--- src/rtl/adxl362_pkg.sv ---
// Shared constants and types for the ADXL362 SPI register protocol.
// Used by both the responder model and the master-side controller.
`timescale 1ns/1ps
package adxl362_pkg;

  localparam logic [7:0] CMD_READ  = 8'h0B;
  localparam logic [7:0] CMD_WRITE = 8'h0A;

  localparam logic [7:0] ADDR_DEVID     = 8'h00;
  localparam logic [7:0] ADDR_STATUS    = 8'h0B;
  localparam logic [7:0] ADDR_XDATA_L   = 8'h0E;
  localparam logic [7:0] ADDR_XDATA_H   = 8'h0F;
  localparam logic [7:0] ADDR_YDATA_L   = 8'h10;
  localparam logic [7:0] ADDR_YDATA_H   = 8'h11;
  localparam logic [7:0] ADDR_POWER_CTL = 8'h2D;

  typedef enum logic [1:0] {
    ST_IDLE = 2'd0,
    ST_CMD  = 2'd1,
    ST_ADDR = 2'd2,
    ST_DATA = 2'd3
  } spi_state_e;

  typedef enum logic [1:0] {
    MODE_DROP  = 2'd0,
    MODE_READ  = 2'd1,
    MODE_WRITE = 2'd2
  } spi_mode_e;

  // High data byte of a 12-bit sample, sign-extended to 8 bits.
  function automatic logic [7:0] sample_hi(input logic [11:0] s);
    return {{4{s[11]}}, s[11:8]};
  endfunction

endpackage

--- src/rtl/adxl362_spi_checker.sv ---
// Protocol checker for the responder: flags an sclk that runs faster than
// the oversampling front end can follow.
`timescale 1ns/1ps
module adxl362_spi_checker #(
  parameter int CLK_PER_SCLK_MIN = 8
) (
  input logic clk,
  input logic reset,
  input logic sclk_rise,
  input logic active
);

  localparam logic [7:0] GAP_MIN = 8'(CLK_PER_SCLK_MIN - 1);

  logic [7:0] gap_q, gap_d;
  logic       seen_q, seen_d;

  // Cycles since the last synchronized sclk rise, saturating.
  always_comb begin
    seen_d = active & (seen_q | sclk_rise);
    if (sclk_rise) begin
      gap_d = 8'd0;
    end else if (gap_q == 8'hFF) begin
      gap_d = gap_q;
    end else begin
      gap_d = gap_q + 8'd1;
    end
  end

  // Gap counter registers.
  always_ff @(posedge clk) begin
    if (!reset) begin
      gap_q  <= 8'd0;
      seen_q <= 1'b0;
    end else begin
      gap_q  <= gap_d;
      seen_q <= seen_d;
    end
  end

  sclk_period_min: assert property (@(posedge clk) disable iff (!reset)
    (sclk_rise && active && seen_q) |-> (gap_q >= GAP_MIN));

endmodule

--- src/rtl/adxl362_spi_slave_shifter.sv ---
// Oversampled SPI mode-0 front end: pin synchronizers, registered edge
// detect, bit counter and the 8-bit receive/transmit shift registers.
`timescale 1ns/1ps
module spi_slave_shifter (
  input  logic       clk,
  input  logic       reset,
  input  logic       sclk,
  input  logic       ss,
  input  logic       mosi,
  input  logic       tx_load,
  input  logic [7:0] tx_byte,
  output logic [7:0] byte_rx,
  output logic       byte_strobe,
  output logic       ss_fall,
  output logic       ss_rise,
  output logic       sclk_rise,
  output logic       tx_req,
  output logic       active,
  output logic       miso
);

  logic [1:0] sclk_sync_q, sclk_sync_d;
  logic [1:0] ss_sync_q, ss_sync_d;
  logic [1:0] mosi_sync_q, mosi_sync_d;
  logic       sclk_prev_q, sclk_prev_d;
  logic       ss_prev_q, ss_prev_d;
  logic       sclk_rise_q, sclk_rise_d;
  logic       sclk_fall_q, sclk_fall_d;
  logic       ss_fall_q, ss_fall_d;
  logic       ss_rise_q, ss_rise_d;
  logic       active_q, active_d;
  logic [2:0] bit_cnt_q, bit_cnt_d;
  logic [6:0] rx_sh_q, rx_sh_d;
  logic [7:0] tx_sh_q, tx_sh_d;
  logic       miso_q, miso_d;

  // Synchronizers, edge detect, bit counting and shifting.
  always_comb begin
    sclk_sync_d = {sclk_sync_q[0], sclk};
    ss_sync_d   = {ss_sync_q[0], ss};
    mosi_sync_d = {mosi_sync_q[0], mosi};
    sclk_prev_d = sclk_sync_q[1];
    ss_prev_d   = ss_sync_q[1];
    sclk_rise_d = sclk_sync_q[1] & ~sclk_prev_q;
    sclk_fall_d = ~sclk_sync_q[1] & sclk_prev_q;
    // Sync and prev both reset low, so a select already low at reset
    // release produces no fall: a frame cut by reset stays ignored.
    ss_fall_d   = ~ss_sync_q[1] & ss_prev_q;
    ss_rise_d   = ss_sync_q[1] & ~ss_prev_q & active_q;

    if (ss_fall_d) begin
      active_d = 1'b1;
    end else if (ss_sync_q[1] & ~ss_prev_q) begin
      active_d = 1'b0;
    end else begin
      active_d = active_q;
    end

    if (ss_fall_q) begin
      bit_cnt_d = 3'd0;
      rx_sh_d   = 7'd0;
    end else if (sclk_rise_q & active_q) begin
      bit_cnt_d = bit_cnt_q + 3'd1;
      rx_sh_d   = {rx_sh_q[5:0], mosi_sync_q[1]};
    end else begin
      bit_cnt_d = bit_cnt_q;
      rx_sh_d   = rx_sh_q;
    end

    // miso is cleared together with active so it is never 1 while undriven.
    if (!active_d || ss_fall_d) begin
      miso_d  = 1'b0;
      tx_sh_d = 8'd0;
    end else if (sclk_fall_q) begin
      if (tx_load) begin
        miso_d  = tx_byte[7];
        tx_sh_d = {tx_byte[6:0], 1'b0};
      end else begin
        miso_d  = tx_sh_q[7];
        tx_sh_d = {tx_sh_q[6:0], 1'b0};
      end
    end else begin
      miso_d  = miso_q;
      tx_sh_d = tx_sh_q;
    end
  end

  // Front-end registers.
  always_ff @(posedge clk) begin
    if (!reset) begin
      sclk_sync_q <= 2'b00;
      ss_sync_q   <= 2'b00;
      mosi_sync_q <= 2'b00;
      sclk_prev_q <= 1'b0;
      ss_prev_q   <= 1'b0;
      sclk_rise_q <= 1'b0;
      sclk_fall_q <= 1'b0;
      ss_fall_q   <= 1'b0;
      ss_rise_q   <= 1'b0;
      active_q    <= 1'b0;
      bit_cnt_q   <= 3'd0;
      rx_sh_q     <= 7'd0;
      tx_sh_q     <= 8'd0;
      miso_q      <= 1'b0;
    end else begin
      sclk_sync_q <= sclk_sync_d;
      ss_sync_q   <= ss_sync_d;
      mosi_sync_q <= mosi_sync_d;
      sclk_prev_q <= sclk_prev_d;
      ss_prev_q   <= ss_prev_d;
      sclk_rise_q <= sclk_rise_d;
      sclk_fall_q <= sclk_fall_d;
      ss_fall_q   <= ss_fall_d;
      ss_rise_q   <= ss_rise_d;
      active_q    <= active_d;
      bit_cnt_q   <= bit_cnt_d;
      rx_sh_q     <= rx_sh_d;
      tx_sh_q     <= tx_sh_d;
      miso_q      <= miso_d;
    end
  end

  assign byte_rx     = {rx_sh_q, mosi_sync_q[1]};
  assign byte_strobe = sclk_rise_q & active_q & (bit_cnt_q == 3'd7);
  assign tx_req      = sclk_fall_q & active_q & (bit_cnt_q == 3'd0);
  assign ss_fall     = ss_fall_q;
  assign ss_rise     = ss_rise_q;
  assign sclk_rise   = sclk_rise_q;
  assign active      = active_q;
  assign miso        = miso_q;

endmodule

--- src/rtl/adxl362_spi_responder.sv ---
// ADXL362 register-interface emulator on the far end of the SPI link:
// command/address FSM, register file and per-transaction sample snapshot.
`timescale 1ns/1ps
module adxl362_spi_responder
  import adxl362_pkg::*;
#(
  parameter int         CLK_PER_SCLK_MIN = 8,
  parameter logic [7:0] DEVID            = 8'hAD
) (
  input  logic        clk,
  input  logic        reset,
  input  logic        sclk,
  input  logic        ss,
  input  logic        mosi,
  output logic        miso,
  output logic        miso_oe,
  input  logic [11:0] x_in,
  input  logic [11:0] y_in,
  input  logic        sample_valid,
  output logic [7:0]  power_ctl,
  output logic        reg_wr,
  output logic        txn_done
);

  logic [7:0] byte_rx;
  logic       byte_strobe, ss_fall, ss_rise, sclk_rise, tx_req, active;
  logic       tx_load;
  logic [7:0] rd_byte;

  spi_state_e  state_q, state_d;
  spi_mode_e   mode_q, mode_d;
  logic [7:0]  addr_q, addr_d;
  logic [7:0]  power_ctl_q, power_ctl_d;
  logic [11:0] x_hold_q, x_hold_d, y_hold_q, y_hold_d;
  logic [11:0] x_snap_q, x_snap_d, y_snap_q, y_snap_d;
  logic        data_ready_q, data_ready_d;
  logic        rd_hit_q, rd_hit_d;
  logic        reg_wr_q, reg_wr_d;

  spi_slave_shifter u_shifter (
    .clk         (clk),
    .reset       (reset),
    .sclk        (sclk),
    .ss          (ss),
    .mosi        (mosi),
    .tx_load     (tx_load),
    .tx_byte     (rd_byte),
    .byte_rx     (byte_rx),
    .byte_strobe (byte_strobe),
    .ss_fall     (ss_fall),
    .ss_rise     (ss_rise),
    .sclk_rise   (sclk_rise),
    .tx_req      (tx_req),
    .active      (active),
    .miso        (miso)
  );

  adxl362_spi_checker #(
    .CLK_PER_SCLK_MIN (CLK_PER_SCLK_MIN)
  ) u_checker (
    .clk       (clk),
    .reset     (reset),
    .sclk_rise (sclk_rise),
    .active    (active)
  );

  // Register read mux; data registers come from the transaction snapshot.
  always_comb begin
    case (addr_q)
      ADDR_DEVID:     rd_byte = DEVID;
      ADDR_STATUS:    rd_byte = {7'd0, data_ready_q};
      ADDR_XDATA_L:   rd_byte = x_snap_q[7:0];
      ADDR_XDATA_H:   rd_byte = sample_hi(x_snap_q);
      ADDR_YDATA_L:   rd_byte = y_snap_q[7:0];
      ADDR_YDATA_H:   rd_byte = sample_hi(y_snap_q);
      ADDR_POWER_CTL: rd_byte = power_ctl_q;
      default:        rd_byte = 8'h00;
    endcase
  end

  assign tx_load = tx_req & (state_q == ST_DATA) & (mode_q == MODE_READ);

  // Transaction FSM, address counter, register file and sampling.
  always_comb begin
    state_d     = state_q;
    mode_d      = mode_q;
    addr_d      = addr_q;
    power_ctl_d = power_ctl_q;
    x_snap_d    = x_snap_q;
    y_snap_d    = y_snap_q;
    rd_hit_d    = rd_hit_q;
    reg_wr_d    = 1'b0;

    if (sample_valid) begin
      x_hold_d = x_in;
      y_hold_d = y_in;
    end else begin
      x_hold_d = x_hold_q;
      y_hold_d = y_hold_q;
    end

    if (ss_fall) begin
      state_d  = ST_CMD;
      mode_d   = MODE_DROP;
      rd_hit_d = 1'b0;
      x_snap_d = x_hold_d;
      y_snap_d = y_hold_d;
    end else if (ss_rise) begin
      state_d = ST_IDLE;
    end else if (byte_strobe) begin
      case (state_q)
        ST_CMD: begin
          state_d = ST_ADDR;
          if (byte_rx == CMD_READ) begin
            mode_d = MODE_READ;
          end else if (byte_rx == CMD_WRITE) begin
            mode_d = MODE_WRITE;
          end else begin
            mode_d = MODE_DROP;
          end
        end
        ST_ADDR: begin
          state_d = ST_DATA;
          addr_d  = byte_rx;
        end
        ST_DATA: begin
          addr_d = addr_q + 8'd1;
          if (mode_q == MODE_WRITE) begin
            reg_wr_d = 1'b1;
            if (addr_q == ADDR_POWER_CTL) begin
              power_ctl_d = byte_rx;
            end else begin
              power_ctl_d = power_ctl_q;
            end
          end else if ((mode_q == MODE_READ) && (addr_q >= ADDR_XDATA_L) &&
                       (addr_q <= ADDR_YDATA_H)) begin
            rd_hit_d = 1'b1;
          end else begin
            rd_hit_d = rd_hit_q;
          end
        end
        default: state_d = state_q;
      endcase
    end else begin
      state_d = state_q;
    end

    // A new sample beats a clear landing in the same cycle.
    if (sample_valid) begin
      data_ready_d = 1'b1;
    end else if (ss_rise && rd_hit_q) begin
      data_ready_d = 1'b0;
    end else begin
      data_ready_d = data_ready_q;
    end
  end

  // Responder state registers.
  always_ff @(posedge clk) begin
    if (!reset) begin
      state_q      <= ST_IDLE;
      mode_q       <= MODE_DROP;
      addr_q       <= 8'h00;
      power_ctl_q  <= 8'h00;
      x_hold_q     <= 12'h000;
      y_hold_q     <= 12'h000;
      x_snap_q     <= 12'h000;
      y_snap_q     <= 12'h000;
      data_ready_q <= 1'b0;
      rd_hit_q     <= 1'b0;
      reg_wr_q     <= 1'b0;
    end else begin
      state_q      <= state_d;
      mode_q       <= mode_d;
      addr_q       <= addr_d;
      power_ctl_q  <= power_ctl_d;
      x_hold_q     <= x_hold_d;
      y_hold_q     <= y_hold_d;
      x_snap_q     <= x_snap_d;
      y_snap_q     <= y_snap_d;
      data_ready_q <= data_ready_d;
      rd_hit_q     <= rd_hit_d;
      reg_wr_q     <= reg_wr_d;
    end
  end

  assign miso_oe   = active;
  assign txn_done  = ss_rise;
  assign reg_wr    = reg_wr_q;
  assign power_ctl = power_ctl_q;

endmodule

--- config.mk ---
export PLATFORM = sky130hd
export DESIGN_NAME = adxl362_spi_responder
export DESIGN_NICKNAME = d
export VERILOG_FILES = /design/src/rtl/adxl362_pkg.sv /design/src/rtl/adxl362_spi_checker.sv /design/src/rtl/adxl362_spi_slave_shifter.sv /design/src/rtl/adxl362_spi_responder.sv
export SDC_FILE = /design/constraint.sdc
export NUM_CORES = 1
export LEC_CHECK = 0
export ABC_CLOCK_PERIOD_IN_PS = 1750
export CAP_MARGIN = 30
export CORE_MARGIN = 1.5
export CORE_UTILIZATION = 51
export CTS_CLUSTER_DIAMETER = 80
export DETAILED_ROUTE_END_ITERATION = 10
export HOLD_SLACK_MARGIN = 0.15
export PLACE_DENSITY = 0.78
export SYNTH_ARGS = -nofsm -noshare
export SYNTH_HDL_FRONTEND = slang
export SYNTH_SLANG_ARGS = --single-unit
--- constraint.sdc ---
create_clock -name clk -period 1.75 [get_ports clk]
set_input_delay 0.35 -clock clk [delete_from_list [all_inputs] [get_ports clk]]
set_output_delay 0.35 -clock clk [all_outputs]
set_load 0.02 [all_outputs]
==> summary.md <==
| Metric | Value |
|---|---|
| Final worst setup slack | `-0.120 ns` |
| Routed met1 length | `4970 um` |
| Async set-or-reset flop fraction in the synthesized netlist | `0%` |
| Dpl hpwl | `7940 um` |
| Syn_nets | `535` |
| Fin Clk Skew | `0.0105 ns` |
| Worst rel slew slack | `74.2%` |
| Leading post-synthesis cells by cell area | `sky130_fd_sc_hd__dfxtp_1 (47%), sky130_fd_sc_hd__mux2i_1 (7.8%), sky130_fd_sc_hd__nor2_1 (7.0%), sky130_fd_sc_hd__a211oi_1 (4.6%), sky130_fd_sc_hd__nand2_1 (3.6%)` |
| Number of nets with antenna violations after detailed routing | `0` |
| Combinational group share of total power | `5.7%` |
| Number of antenna violations at the first check in global routing | `0` |
| Fill cell total of the finished layout | `665` |
| Clock root buffer | `sky130_fd_sc_hd__clkbuf_8` |
| Footprint of the multi-input gates | `0.00230 sq mm` |
| Min Tclk post-route | `1.87 ns` |
| Number of buffers on the longest clock path | `2` |
| Total Die Area | `0.00917 sq mm` |
| Predominant post-synthesis flop cell | `sky130_fd_sc_hd__dfxtp_1` |
| Max IR drop VDD | `0.645 mV` |
| Worst setup path start | `u_shifter.bit_cnt_q[0]` |
| Final Net Count | `609` |
| Data required time of the worst path | `2.01 ns` |
| Final Hold Slack | `0.418 ns` |
| Beginning of the worst register-to-register path | `u_shifter.bit_cnt_q[0]` |
| Core area | `0.00826 sq mm` |
| Antenna diode instance count | `0` |
| Per-cell via count in the routed design | `5.68` |
| Max Fclk | `0.535 GHz` |
| Fin crit share | `107%` |
| Maximum fanout count along the critical path | `8` |
| Placed cells | `657` |
| Final count of pins violating max slew | `0` |
| Clock tree from TritonCTS | `built` |
| Final routed DRC violation total | `0` |
| Register cell area after layout | `0.00205 sq mm` |
| Share of power burned in the clock network | `39.1%` |
| Cts hold-fix bufs | `0` |
| Hold path start | `u_shifter.sclk_prev_q` |
| Number of sinks handled by clock tree synthesis | `102` |
| Skew-Pair Late Insertion Delay | `0.36 ns` |
| Post-detailed-placement cell area | `0.00519 sq mm` |
| Part of the power in registers | `55.2%` |
| Area growth from synthesis to final layout | `27.9%` |
| Aggregate routed wire length | `11,000 um` |
| Global-route wire length before repair | `17,300 um` |
| Static Leakage | `2.32 nW` |
| Clock-pin slew on the worst setup and hold paths | `0.10 ns` |
| Average cell area after synthesis | `8.87 sq um` |
| Crit end category | `register` |
| Num rows | `33` |
| Io pins | `42` |
| Initial core utilization | `53.2%` |
| Kind of critical path | `register to register` |
| Overall die height | `95.8 um` |
| Unrepaired setup endpoints after global routing | `true` |
| Via total after detailed routing | `3,854` |
| Highest metal layer used by the detailed router | `met4` |
| Detailed-routed wire length on met3 | `590 um` |
| Synthesized area | `0.00439 sq mm` |
| Nature of the critical path startpoint | `register` |
| Routability-driven placement congestion ratio | `0.910` |
| Worst Tran Pin Value | `0.378 ns` |
| Cell with the most instances after synthesis | `sky130_fd_sc_hd__dfxtp_1` |
| Post-synthesis sequential area ratio | `46.5%` |
| Fin. Hold Viols | `0` |
| Proportion of netlist area held by the largest area contributor | `46.5%` |
| Number of buffers inserted during clock tree synthesis | `9` |
| EDFF count, synth | `0` |
| Met2 Routed Length | `5300 um` |
| Final setup violation count | `21` |
| Net switching power | `0.000999 W` |
| Input/output buffers | `41` |
| Die Width | `95.8 um` |
| Run status | `finished with violations` |
| Average wire per standard cell | `16.3 um` |
| YS warnings | `0` |
| Total power divided by cell area | `774 mW/mm^2` |
| Layout cells sized above 1 | `19.2%` |
| CP Data Arrival Time | `2.13 ns` |
| Finished Layout Cells | `679` |
| Post-synthesis instance total | `495` |
| Unique cell type count in the Yosys netlist | `55` |
| Number of max-cap violations | `0` |
| Sw Share | `23.0%` |
| Worst slack after detailed placement | `-0.171 ns` |
| Maximum level of the CTS H-tree | `3` |
| Post-Layout Inst Area | `0.00562 sq mm` |
| Violations in the final reports | `setup timing` |
| All-layer global routing usage | `24.5%` |
| Yosys top cell by area | `sky130_fd_sc_hd__dfxtp_1` |
| Initial detailed-routing violation count | `277` |
| Commonest cells in the netlist | `sky130_fd_sc_hd__dfxtp_1 (102), sky130_fd_sc_hd__nor2_1 (82), sky130_fd_sc_hd__nand2_1 (42)` |
| Number of global-route vias before repair | `3,495` |
| Number of synthesized register bits | `102` |
| Pin count of the biggest net entering global routing | `49` |
| Detailed Routing Iterations Pass 1 | `5` |
| Type of the worst min-delay path | `register to register` |
| Internal Pwr Total | `0.00335 W` |
| GR Overflow Total | `0` |
==> registers in the layout, summed over array words and instances (netlist names), 2 cells and up <==
| name | cells |
|---|---|
| u_shifter.ss_sync_q | 2 |
| y_snap_q | 12 |
| u_shifter.mosi_sync_q | 2 |
| y_hold_q | 12 |
| x_snap_q | 12 |
| u_shifter.sclk_sync_q | 2 |
| x_hold_q | 12 |
| mode_q | 2 |
| state_q | 2 |
| u_shifter.rx_sh_q | 7 |
| u_shifter.tx_sh_q | 7 |
| u_shifter.bit_cnt_q | 3 |
| power_ctl | 8 |
| addr_q | 8 |
==> power groups by stage <==
stage,Sequential (W),Clock [W],Combinational (W)
after floorplan,0.00245,0,0.000136
after global placement,0.00245,0,0.000242
after detailed placement,0.00245,0,0.000249
after CTS,0.00240,0.00173,0.000249
after global routing,0.00241,0.00183,0.000271
final,0.00240,0.00170,0.000248
==> through the flow <==
stage / TNS (ns) / total power, W / util (%)
global route: -3.28 / 0.00451 / 68.0
finish: -1.31 / 0.00434 / 68.0
detailed placement: -2.27 / 0.00270 / 62.9
floorplan: 0 / 0.00258 / -
global placement: -0.736 / 0.00269 / 62.9
CTS: -1.24 / 0.00438 / 66.7
==> layout make-up <==
cell class	instances	share of cell area [%]
clock buffer	9	2.21
clock inverter	7	2.03
sequential	102	36.5
timing repair buffer	95	15.2
inverter	12	0.802
multi-input combinational	349	40.9
tap	105	2.34
==> worst max-delay path, stage by stage (launching register included) <==
cell and delay [ns]:
sky130_fd_sc_hd__dfxtp_4 0.38, sky130_fd_sc_hd__ha_4 0.14, sky130_fd_sc_hd__ha_4 0.12, sky130_fd_sc_hd__and4b_1 0.24
sky130_fd_sc_hd__nand4b_1 0.15, sky130_fd_sc_hd__or3_1 0.35, sky130_fd_sc_hd__buf_6 0.16, sky130_fd_sc_hd__mux2i_2 0.17
sky130_fd_sc_hd__nor2_1 0.06
==> repair_timing <==
item	CTS	global route
cloned	0	1
setup endpoints to repair	30	28
resized for setup	23	21
pin swaps	6	13
buffers inserted	2	3
==> cell usage in the layout (no fill, tap or decap), types with 6 or more instances in the layout <==
cell type and count:
sky130_fd_sc_hd__ha_1 6, sky130_fd_sc_hd__mux2i_1 33, sky130_fd_sc_hd__buf_4 50, sky130_fd_sc_hd__and2_1 13, sky130_fd_sc_hd__o22ai_1 6, sky130_fd_sc_hd__nor3_1 9, sky130_fd_sc_hd__clkbuf_8 9, sky130_fd_sc_hd__o21ai_0 9
sky130_fd_sc_hd__clkdlybuf4s50_1 31, sky130_fd_sc_hd__nand2_1 41, sky130_fd_sc_hd__and3_1 6, sky130_fd_sc_hd__a211oi_1 26, sky130_fd_sc_hd__dfxtp_1 96, sky130_fd_sc_hd__dlygate4sd2_1 6, sky130_fd_sc_hd__nand3_1 14, sky130_fd_sc_hd__nor2_1 82
sky130_fd_sc_hd__a21oi_1 24, sky130_fd_sc_hd__inv_1 10
==> metal layers <==
| layer | vias to the layer above | track usage [%] |
|---|---|---|
| li1 | 1893 | - |
| met1 | 1821 | 32.1 |
| met2 | 122 | 40.7 |
| met3 | 18 | 4.82 |
| met4 | 0 | 7.35 |
| met5 | - | 0 |
==> final timing paths <==
| kind | to | slack [ns] | cells after the start |
|---|---|---|---|
| worst min register to register | u_shifter.sclk_rise | 0.42 | 1 |
| worst min-delay path | u_shifter.sclk_rise | 0.42 | 1 |
| worst max-delay path | power_ctl[7] | -0.12 | 8 |
| worst max register to register | power_ctl[7] | -0.12 | 8 |
==> kinds of logic after synthesis <==
family | after synthesis | share of synthesized area (%)
xor+xnor | 1 | 0.200
buf+inv | 45 | 4.27
simple gates | 200 | 22.4
compound gates | 102 | 15.7
fa+ha+maj | 10 | 2.85
flops | 102 | 46.5
mux | 35 | 8.01
Power figures use the tool's default switching activity.
